## src/rtl/lz77_pkg.sv

```systemverilog
// Shared LZ77 window geometry, codeword layout and decoder state encoding,
// common to the encoder and decoder.
package lz77_pkg;

  localparam int W_CHAR     = 8;
  localparam int SEARCH_LEN = 9;
  localparam int LOOK_LEN   = 8;
  localparam int W_OFF      = 4;
  localparam int W_LEN      = 3;

  localparam logic [W_CHAR-1:0] END_SGN = 8'h24;
  localparam logic [W_OFF-1:0]  MAX_OFF = W_OFF'(SEARCH_LEN - 1);

  typedef struct packed {
    logic [W_OFF-1:0]  offset;
    logic [W_LEN-1:0]  match_len;
    logic [W_CHAR-1:0] char_nxt;
  } codeword_t;

  typedef enum logic [1:0] {
    ST_IDLE,
    ST_COPY,
    ST_LIT,
    ST_DONE
  } dec_state_e;

endpackage

```

## src/rtl/lz77_search_buf.sv

```systemverilog
// Sliding search window: newest char enters at the top index, oldest falls
// off index 0. Reset fills every entry with the end sign.
module lz77_search_buf
  import lz77_pkg::*;
(
  input  logic              clk,
  input  logic              reset,
  input  logic              shift_i,
  input  logic [W_CHAR-1:0] din_i,
  input  logic [W_OFF-1:0]  rd_idx_i,
  output logic [W_CHAR-1:0] rd_data_o
);

  logic [W_CHAR-1:0] mem_q [SEARCH_LEN];

  always_ff @(posedge clk) begin
    if (reset) begin
      for (int i = 0; i < SEARCH_LEN; i++) mem_q[i] <= END_SGN;
    end else if (shift_i) begin
      for (int i = 0; i < SEARCH_LEN - 1; i++) mem_q[i] <= mem_q[i+1];
      mem_q[SEARCH_LEN-1] <= din_i;
    end
  end

  assign rd_data_o = (rd_idx_i <= MAX_OFF) ? mem_q[rd_idx_i] : END_SGN;

endmodule

```

## src/rtl/lz77_decoder.sv

```systemverilog
// LZ77 decoder: expands (offset, match_len, char) codewords into a char stream
// with a registered valid/ready output; stops after decoding the end sign.
module lz77_decoder
  import lz77_pkg::*;
(
  input  logic              clk,
  input  logic              reset,
  input  logic              in_valid,
  output logic              in_ready,
  input  logic [W_OFF-1:0]  in_offset,
  input  logic [W_LEN-1:0]  in_match_len,
  input  logic [W_CHAR-1:0] in_char,
  output logic              out_valid,
  input  logic              out_ready,
  output logic [W_CHAR-1:0] out_char,
  output logic              finish,
  output logic              err
);

  function automatic logic [W_OFF-1:0] clamp_off(input logic [W_OFF-1:0] off);
    return (off > MAX_OFF) ? MAX_OFF : off;
  endfunction

  dec_state_e        state_q, state_d;
  logic [W_OFF-1:0]  idx_q, idx_d;
  logic [W_LEN-1:0]  len_q, len_d;
  logic [W_CHAR-1:0] char_q, char_d;
  logic [W_CHAR-1:0] out_char_q, out_char_d;
  logic              finish_q, finish_d;
  logic              err_q, err_d;
  logic              shift;
  logic [W_OFF-1:0]  rd_idx;
  logic [W_CHAR-1:0] rd_data;
  codeword_t         cw_in;

  assign cw_in = '{offset: in_offset, match_len: in_match_len, char_nxt: in_char};

  lz77_search_buf u_buf (
    .clk       (clk),
    .reset     (reset),
    .shift_i   (shift),
    .din_i     (out_char_q),
    .rd_idx_i  (rd_idx),
    .rd_data_o (rd_data)
  );

  always_ff @(posedge clk) begin
    if (reset) begin
      state_q    <= ST_IDLE;
      out_char_q <= '0;
      finish_q   <= 1'b0;
      err_q      <= 1'b0;
    end else begin
      state_q    <= state_d;
      out_char_q <= out_char_d;
      finish_q   <= finish_d;
      err_q      <= err_d;
    end
  end

  always_ff @(posedge clk) begin
    idx_q  <= idx_d;
    len_q  <= len_d;
    char_q <= char_d;
  end

  // out_char is preloaded one char ahead: during a copy the next char sits at
  // idx+1 of the pre-shift window, or is the char being emitted when idx is newest.
  always_comb begin
    state_d    = state_q;
    idx_d      = idx_q;
    len_d      = len_q;
    char_d     = char_q;
    out_char_d = out_char_q;
    finish_d   = finish_q;
    err_d      = err_q;
    shift      = 1'b0;
    in_ready   = 1'b0;
    out_valid  = 1'b0;
    rd_idx     = (idx_q == MAX_OFF) ? MAX_OFF : idx_q + W_OFF'(1);

    case (state_q)
      ST_IDLE: begin
        in_ready = 1'b1;
        rd_idx   = MAX_OFF - clamp_off(cw_in.offset);
        if (in_valid) begin
          err_d  = err_q | (cw_in.offset > MAX_OFF);
          idx_d  = rd_idx;
          len_d  = cw_in.match_len;
          char_d = cw_in.char_nxt;
          if (cw_in.match_len != '0) begin
            state_d    = ST_COPY;
            out_char_d = rd_data;
          end else begin
            state_d    = ST_LIT;
            out_char_d = cw_in.char_nxt;
          end
        end
      end
      ST_COPY: begin
        out_valid = 1'b1;
        if (out_ready) begin
          shift = 1'b1;
          len_d = len_q - W_LEN'(1);
          if (len_q == W_LEN'(1)) begin
            state_d    = ST_LIT;
            out_char_d = char_q;
          end else begin
            out_char_d = (idx_q == MAX_OFF) ? out_char_q : rd_data;
          end
        end
      end
      ST_LIT: begin
        if (char_q == END_SGN) begin
          finish_d = 1'b1;
          state_d  = ST_DONE;
        end else begin
          out_valid = 1'b1;
          if (out_ready) begin
            shift   = 1'b1;
            state_d = ST_IDLE;
          end
        end
      end
      ST_DONE: begin
      end
      default: state_d = ST_IDLE;
    endcase
  end

  assign out_char = out_char_q;
  assign finish   = finish_q;
  assign err      = err_q;

endmodule

```

## config.mk

```make
export PLATFORM = sky130hd
export DESIGN_NAME = lz77_decoder
export DESIGN_NICKNAME = d
export VERILOG_FILES = /design/src/rtl/lz77_pkg.sv /design/src/rtl/lz77_search_buf.sv /design/src/rtl/lz77_decoder.sv
export SDC_FILE = /design/constraint.sdc
export NUM_CORES = 1
export LEC_CHECK = 0
export CAP_MARGIN = 20
export CORE_MARGIN = 1
export CORE_UTILIZATION = 54
export CTS_CLUSTER_DIAMETER = 60
export CTS_CLUSTER_SIZE = 10
export DETAILED_ROUTE_END_ITERATION = 8
export GPL_ROUTABILITY_DRIVEN = 1
export HOLD_SLACK_MARGIN = 0.1
export PLACE_DENSITY = 0.83
export SYNTH_ARGS = -nofsm -noshare
export SYNTH_HDL_FRONTEND = slang
export SYNTH_SLANG_ARGS = --single-unit
```

## constraint.sdc

```tcl
create_clock -name clk -period 3.3 [get_ports clk]
set_input_delay 0.33 -clock clk [delete_from_list [all_inputs] [get_ports clk]]
set_output_delay 0.33 -clock clk [all_outputs]
set_load 0.01 [all_outputs]
```

# Word level (Yosys, flattened, before mapping)
# Memories as Yosys holds them, arrays and structs flattened.
# Cells that the tools add are included.
[totals] reg_bits=27 mem_bits_rw=72 inputBits=19 out_inout_bits=12 wordCells=82 n_memories=1
[mem_list] name="u_buf.mem_q" words=9 width=8 read_ports=9 rd_clocked_by_memory_dff=0 wr=9 line_no="lz77_search_buf.sv:14" text="logic [W_CHAR-1:0] mem_q [SEARCH_LEN];"
[classes] add_sub_neg=3 order_cmp=2 n_eq_ne=10 mux=40 n_bitwise=10 n_reduce_logical=9
[ops] operator="$mux W8" n=15
[ops] operator="$pmux W8 S2" n=1
[ops] operator="$mux W2" n=6
[ops] operator="$mux W4" n=3
[ops] operator="$or A1 B1 Y1" n=10
[ops] operator="$mux W1" n=9
[ops] operator="$eq A8 B6 Y1 const B" n=1
[ops] operator="$mux W3" n=2
[ops] operator="$ne A2 B2 Y1 const B" n=3
[ops] operator="$ne A3 B3 Y1 const B" n=2
[ops] operator="$pmux W2 S3" n=1
[ops] operator="$pmux W3 S2" n=1
[ops] operator="$reduce_bool A3 Y1" n=2
[ops] operator="$reduce_and A5 Y1" n=1
[ops] operator="$add A4 B1 Y4 const B" n=1
[ops] operator="$eq A4 B4 Y1 const B" n=1
[ops] operator="$gt A4 B4 Y1 const B" n=1
[ops] operator="$le A4 B4 Y1 const B" n=1
[ops] operator="$pmux W1 S2" n=2
[ops] operator="$reduce_and A2 Y1" n=2
[ops] operator="$reduce_and A4 Y1" n=1
[ops] operator="$sub A4 B4 Y4 const A" n=1
[ops] operator="$eq A3 B1 Y1 const B" n=1
[ops] operator="$reduce_and A3 Y1" n=1
[ops] operator="other kinds (5)" n=5

# Logic depth before layout (Yosys ltp)
# Gate-level depths: netlist of the first run.
[depth] word_depth=10 depth_mapped=9 ltp_nobuf=8

# Cells and area by module
# From an unflattened synthesis of the first run, not the netlist that was laid out.
[unflattened] hier_cells=369 hier_area_um2=4874.7
[modules_own_cells] mod="lz77_search_buf" instances=1 cells_each=226 area_per_inst_um2=3320.7 seq_area_each_um2=2162.1
[modules_own_cells] mod="lz77_decoder" instances=1 cells_each=143 area_per_inst_um2=1554.0 seq_area_each_um2=690.7

# Worst setup path after synthesis of the first run
# Ideal clock, no wire load.
[synth_timing] path_type="reg2reg" start="register char_q[3]" end="memory u_buf.mem_q[0][0] (enable)" setup_time_ns=0.744 arrival_ns=2.653 t_required_ns=2.556 setup_slack_ns=-0.097 stages_incl_launch_ff=6 path_buffers=1 period_less_slack_ns=3.397 path_cell_list="edfxtp_1 nor4b_1 a21boi_0 o211ai_1 clkbuf_1 nand2_1"
[synth_rtl] item="start, declared" line_no="lz77_decoder.sv:27" text="logic [W_CHAR-1:0] char_q, char_d;"
[synth_rtl] item="start signal, assigned" line_no="lz77_decoder.sv:64" text="char_q <= char_d;"
[synth_rtl] item="end, declared" line_no="lz77_search_buf.sv:14"

# Final worst setup path of the first run
[layout_timing] start="register state_q[1]" end="register out_char_q[2] (netlist: out_char[2])"
[layout_via] elab_chain_len=8 elab_cells_between_ends=17 classes_between="order compare: 1; eq/ne: 4; mux: 8; reduce/logical: 3; memory: 1"
[layout_lines] item="start, declared" line_no="lz77_decoder.sv:24" text="dec_state_e state_q, state_d;"
[layout_lines] item="start signal, assigned" line_no="lz77_decoder.sv:54" text="state_q <= state_d;"
[layout_lines] item="$logic_not A2 Y1" line_no="lz77_decoder.sv:82" text="case (state_q)"
[layout_lines] item="$mux W4" line_no="lz77_decoder.sv:82"
[layout_lines] item="$mem_v2 Z9 W8 or $le A4 B4 Y1 (tied branches)"
[layout_lines] item="$mux W8" line_no="lz77_search_buf.sv:25" text="assign rd_data_o = (rd_idx_i <= MAX_OFF) ? mem_q[rd_idx_i] : END_SGN;"
[layout_lines] item="$mux W8" line_no="lz77_decoder.sv:109" text="out_char_d = (idx_q == MAX_OFF) ? out_char_q : rd_data;"
[layout_lines] item="$mux W8" line_no="lz77_decoder.sv:105" text="if (len_q == W_LEN'(1)) begin"
[layout_lines] item="$mux W8" line_no="lz77_decoder.sv:102" text="if (out_ready) begin"
[layout_lines] item="$pmux W8 S2" line_no="lz77_decoder.sv:82"
[layout_lines] item="end signal, assigned" line_no="lz77_decoder.sv:55" text="out_char_q <= out_char_d;"
[layout_lines] item="end, declared" line_no="lz77_decoder.sv:28" text="logic [W_CHAR-1:0] out_char_q, out_char_d;"
# Several ways; a longest one is shown, not always the timed one. The select of a mux whose other input is x is not followed.
# A chain may end at the register's enable or synchronous reset.

==> results of run 1 <==
cell type report:
| cell class | count | area [µm²] |
|---|---|---|
| tap | 108 | 135 |
| fill | 654 | 3200 |
| inverter | 20 | 75.1 |
| timing repair buffer | 44 | 405 |
| sequential | 99 | 2850 |
| clock buffer | 9 | 124 |
| clock inverter | 7 | 97.6 |
| multi-input combinational | 266 | 1920 |
flip-flops by register name, summed over array words and instances (netlist names):
name / cells
out_char: 8
u_buf.mem_q: 72
err: 1
idx_q: 4
state_q: 2
char_q: 8
len_q: 3
finish: 1
placed cells by master (no fill, tap or decap), drive strengths merged, types with 5 or more instances in the layout:
master | Yosys | routed
o21a | 5 | 5
o21ai | 10 | 10
or3 | 13 | 13
inv | 20 | 22
ha | 8 | 8
mux2i | 21 | 21
clkdlybuf4s50 | 0 | 30
a22oi | 9 | 9
nor2 | 20 | 20
o211ai | 11 | 11
mux4 | 5 | 5
and2 | 56 | 56
buf | 12 | 14
edfxtp | 87 | 87
o31ai | 5 | 5
a21oi | 11 | 11
a31oi | 15 | 15
clkbuf | 11 | 9
nand2 | 16 | 16
nor2b | 6 | 6
o221ai | 8 | 8
nand3 | 9 | 9
dfxtp | 12 | 12
synth_stat cells (3+ instances only):
cell type	count	area share [%]
edfxtp_1	87	52
and2_1	56	7.0
mux2i_1	21	4.2
inv_1	20	1.5
nor2_1	20	1.5
nand2_1	16	1.2
a31oi_1	15	1.9
or3_1	13	1.6
dfxtp_1	12	4.8
clkbuf_1	11	0.83
o211ai_1	11	1.7
a21oi_1	10	1.0
nand3_1	9	0.90
a22oi_1	8	1.2
ha_1	8	2.0
o21ai_0	8	0.80
o221ai_1	8	1.4
buf_2	5	0.50
nor2b_1	5	0.63
o21a_1	5	0.75
o31ai_1	5	0.75
mux4_1	4	2.1
a221o_1	3	0.60
and3b_1	3	0.53
buf_4	3	0.45
nor3_1	3	0.30
power by group:
group	switching [mW]	internal (mW)	total, mW
Combinational	0.928	0.662	1.59
Sequential	0.127	1.59	1.72
Clock	0.426	0.431	0.857
Total	1.48	2.68	4.16
metal layers:
layer,global-route usage (%),vias to the layer above,share of wire (%)
li1,-,1596,-
met1,31.0,1645,43
met2,34.8,144,48
met3,4.87,24,6.6
met4,6.88,0,1.9
met5,0,-,0
stage by stage:
step	hold slack, ps	total power, mW
finish	458	4.16
global route	489	4.37
CTS	459	4.15
detailed placement	448	3.31
global placement	443	3.24
floorplan	429	2.82
cell families after synthesis:
kind of cell / count (synthesis) / synth area share (%)
buffers and inverters: 43 / 4.22
muxes: 28 / 7.24
adders and majority gates: 8 / 2.01
xor gates and xnor gates: 3 / 0.528
AOI/OAI and AO/OA: 86 / 12.5
and+or+nand+nor: 141 / 16.2
DFF: 99 / 57.3
path summary, 6_finish.rpt:
check	end	startpoint	cells past startpoint	slack, ps
setup / recovery	out_char[2]$_SDFFE_PP0P_	state_q[1]$_SDFFE_PP0P_	7	630
hold / removal	finish$_SDFFE_PP0P_	finish$_SDFFE_PP0P_	2	460
setup reg to reg	out_char[2]$_SDFFE_PP0P_	state_q[1]$_SDFFE_PP0P_	7	630
hold reg to reg	finish$_SDFFE_PP0P_	finish$_SDFFE_PP0P_	2	460
worst max-delay path, stage by stage (launching register included):
cell and delay (ps):
dfxtp_1 380, inv_1 80, ha_1 310, buf_4 220
a211oi_1 640, a22oi_2 390, a221o_1 390, a31oi_1 170
==> summary.txt, run 1 <==
Outcome
  – Status: complete, but fails checks
  – Failing checks: DRC

Worst hold path
  – Hold Crit Class: reg -> reg

Logic synthesis
  – Post-synth top flop: edfxtp_1
  – Register area share after synthesis: 57.3%
  – Synth Register Bits: 99
  – Synthesized cell area: 4980 µm²
  – Synth Warn #: 0
  – EDFF count, synth: 87
  – Syn nets: 435
  – Post-Synthesis Cells: 408
  – Count of cell types in the netlist: 55
  – Avg Inst Size Synth: 12.2 µm²
  – Async SR Flop Fraction: 0%

CTS
  – Root Driver: clkbuf_8
  – Clk_lat worst skew: 360 ps
  – H-Tree Depth: 3
  – Setup Buffers After CTS: 0
  – CTS tree: yes
  – TritonCTS Buffers: 9
  – Post-cts sizing count: 0
  – Clock sinks: 99
  – Clock Path Buffers: 2
  – Clock slew at the register clock pins of the worst setup and hold paths: 100 ps
  – CTS Hold Buffers Added: 0

Finish
  – Final core occ: 63.7%
  – Final nets: 467
  – N_diodes: 0
  – Finished layout cell area: 5610 µm²
  – Non-filler cells, final: 553
  – Layout area overhead: 12.7%
  – Share of layout cells above drive strength 1: 9.66%

Floorplan
  – Core Box Area: 8810 µm²
  – FP Rows: 34
  – DIE WIDTH: 98.0 µm
  – Die Height: 98.0 µm
  – Io pins: 31
  – Initial core utilization: 56.5%
  – Die footprint: 9610 µm²

Pwr
  – Pleak: 2.01 nW
  – Pwr dens: 742 nW/µm²
  – Worst vdd ir: 0.509 mV

Drt
  – Detailed Route WL: 10,300 µm
  – Post-route ant nets: 0
  – 1st-iter DRT viols: 276
  – Vias per cell: 6.16
  – Avg WL per Cell: 18.6 µm
  – DRC violations left: 1
  – 1st-pass router iterations: 7
  – Vias: 3,409

Setup path
  – Worst Setup Path Type: reg -> reg
  – Worst Path Required: 3590 ps
  – Worst Setup End Kind: register
  – CP max FO: 10
  – Worst path arrival time: 2950 ps
  – CP Launch Type: register

GRT
  – First-pass GRT wire length: 16,400 µm
  – Vias in the first global route: 3,276
  – Grt total ovfl: 0
  – Initial antenna violation count: 0
  – Pin count of the biggest net entering global routing: 61
  – Gr usage total: 22.2%

Timing
  – Post-Route Skew: 11.4 ps
  – Final WS setup: 632 ps
  – Final setup viols: 0
  – F_max: 375 MHz
  – Final Cycle Share: 80.8%
  – Slew headroom: 46.0%
  – RSZ-0062 raised after global routing: false
  – Post-route setup TNS: 0 ps
  – Final slew viol count: 0
  – Final min period: 2670 ps
  – Worst Tran Pin Value: 805 ps
  – Hold violation total from the final report: 0

Placed design
  – Placed Area: 5390 µm²
  – Worst slack, placed: 524 ps
  – HPWL Detailed: 6960 µm
  – Global placement routability congestion: 0.912
  – IO Port Bufs: 30
  – Placed Cells: 537

Run
  – Max-Cap Viols: 0
No activity file was read; power rests on OpenSTA's default activity.
==> inputs of run 2 (changes only) <==
clock period = 2.3 ns   (was 3.3 ns; I/O delays follow)
==> summary.txt, run 2 (synthesized netlist as in run 1, its figures left out) <==
Finish
  – Filler Cell Count: 617 (-5.7%)
  – FF/Latch Area: 2860 µm² (about the same)
  – Area of the multi-input gates: 1980 µm² (+3.2%)
  – Max reg flops: 72 (unchanged)
  – Layout area overhead: 19.3%
  – Most frequent cells in the layout: edfxtp_1, and2_1, buf_4
  – N_diodes: 0 (unchanged)
  – Most flops, register: u_buf.mem_q
  – Most common cell after layout, fill and taps aside: edfxtp_1
  – Share of layout cells above drive strength 1: 16.3% (+6.7 points)
  – Final nets: 494 (+5.8%)

Setup path
  – Worst reg2reg path depth: 8 (+1)
  – Reg2reg start: state_q[0]$_SDFFE_PP0P_
  – Reg-to-reg endpoint: out_char[4]$_SDFFE_PP0P_
  – Crit-path max cell delay: 600 ps (-40 ps)
  – Crit-path slowest cell: mux4_1
  – Worst Setup End Kind: register
  – Critical Path Start: state_q[0]$_SDFFE_PP0P_
  – Worst Setup Path Type: reg -> reg
  – Crit path cell chain: inv_1 -> ha_1 -> or2_1 -> o21ai_4 -> buf_12 -> mux4_1 -> nor2_1 -> o31ai_1
  – Worst Path Required: 2550 ps (-1040 ps)
  – Worst setup path end: out_char[4]$_SDFFE_PP0P_
  – Reg2reg setup slack: 110 ps (-520 ps)
  – CP Launch Type: register
  – Worst path arrival time: 2440 ps (-510 ps)
  – CP max FO: 6 (-4)

Placed design
  – HPWL Detailed: 7690 µm (+10%)
  – IO Port Bufs: 30 (unchanged)
  – Worst slack, placed: -146 ps (-670 ps)
  – Global placement routability congestion: 0.868 (-4.8%)

GRT
  – Grt total ovfl: 0 (unchanged)
  – Initial antenna violation count: 0 (unchanged)
  – First-pass GRT wire length: 18,000 µm (+9.2%)
  – Gr usage total: 24.3% (+2.1 points)
  – Pin count of the biggest net entering global routing: 61 (unchanged)
  – Vias in the first global route: 3,553 (+8.5%)

Drt
  – 1st-iter DRT viols: 274 (-0.72%)
  – Vias: 3,522 (+3.3%)
  – Vias per cell: 6.07 (-1.5%)
  – DRC violations left: 0 (-1)
  – Detailed Route WL: 11,200 µm (+8.5%)
  – Post-route ant nets: 0 (unchanged)
  – Avg WL per Cell: 19.3 µm (+3.5%)
  – 1st-pass router iterations: 4 (-3)

Pwr
  – Worst vdd ir: 0.789 mV (+55%)
  – Pwr dens: 1050 nW/µm² (+41%)
  – Pwr Total: 6.22 mW (+49%)
  – Pleak: 2.20 nW (+9.1%)

Timing
  – Final WS setup: 114 ps (-519 ps)
  – F_max: 457 MHz (+22%)
  – Post-Route Skew: 12.3 ps (+0.964 ps)
  – Final min period: 2190 ps (-481 ps)
  – Worst Tran Pin Value: 653 ps (-152 ps)
  – Final setup viols: 0 (unchanged)
  – Hold violation total from the final report: 0 (unchanged)
  – Final Cycle Share: 95.1% (+14 points)
  – Slew headroom: 56.5% (+10 points)
  – RSZ-0062 raised after global routing: false
  – Final slew viol count: 0 (unchanged)

CTS
  – CTS tree: yes
  – Clock slew at the register clock pins of the worst setup and hold paths: 90 ps (about the same)
  – Clk_lat worst skew: 360 ps (about the same)
  – H-Tree Depth: 3 (unchanged)
  – Clock sinks: 99 (unchanged)
  – Clock Path Buffers: 2 (unchanged)
  – CTS Hold Buffers Added: 0 (unchanged)
  – Root Driver: clkbuf_8
  – TritonCTS Buffers: 9 (unchanged)

Run
  – Max-Cap Viols: 0 (unchanged)

Floorplan
  – Io pins: 31 (unchanged)
  – Core Box Area: 8810 µm² (unchanged)
  – Die Height: 98.0 µm (unchanged)
  – Initial core utilization: 56.5% (unchanged)
  – Die footprint: 9610 µm² (unchanged)
  – FP Rows: 34 (unchanged)
  – DIE WIDTH: 98.0 µm (unchanged)

Outcome
  – Status: complete, no violations

Worst hold path
  – Hold Crit Class: reg -> reg
-- run 2: worst min-delay path by stage --
stage                                   start                   to  slack, ps  cells after the start
after floorplan                    in_char[0]  char_q[0]$_DFFE_PP_        330                      0
after global routing               in_char[0]  char_q[0]$_DFFE_PP_        480                      1
after CTS                 finish$_SDFFE_PP0P_  finish$_SDFFE_PP0P_        460                      2
final                     finish$_SDFFE_PP0P_  finish$_SDFFE_PP0P_        460                      2
after global placement    finish$_SDFFE_PP0P_  finish$_SDFFE_PP0P_        440                      2
after detailed placement  finish$_SDFFE_PP0P_  finish$_SDFFE_PP0P_        450                      2
-- run 2: power breakdown --
part	leakage (nW)	total, mW	internal (mW)	switching, mW
Sequential	0.927	2.48	2.28	0.194
Combinational	1.18	2.65	1.22	1.43
Clock	0.0933	1.09	0.502	0.585
Total	2.20	6.22	4.01	2.21
-- run 2: layout make-up --
type                    count  area share [%]
multi-input cells         266            33.4
inverters                  20            1.26
flip-flops and latches     99            48.1
well taps                 108            2.28
clock inverters             5           0.948
repair buffers             71            11.8
clock buffers              11            2.21
-- run 2: repair_timing --
item                       CTS  global route
pin swaps                    0             3
gates cloned                 0             0
buffers inserted             0             4
setup endpoints to repair    1             9
gates resized for setup      3            11
-- run 2: per-layer routing --
layer,track usage [%],wire length (µm),share of wire [%]
met5,0,0,0
met4,6.29,277,2.5
met3,5.51,578,5.2
met2,40.5,5390,48
met1,32.3,4920,44
-- run 2: per-stage QoR --
step	instances	instance area [µm²]	TNS [ps]	util, %	hold WS [ps]
3_5_place_dp	560	5650	-924	64.2	446
6_report	580	5940	0	67.4	456
5_1_grt	580	5940	0	67.4	477
3_3_place_gp	560	5650	-294	64.2	439
2_1_floorplan	408	4990	0	-	329
4_1_cts	576	5850	0	66.4	459
-- run 2: critical path, delay by kind of cell (launching register included) --
family / cells / cell delay [ps]
mux: 1 / 600
buf+inv: 2 / 220
simple gates: 2 / 390
fa+ha+maj: 1 / 250
flops: 1 / 350
compound gates: 2 / 260
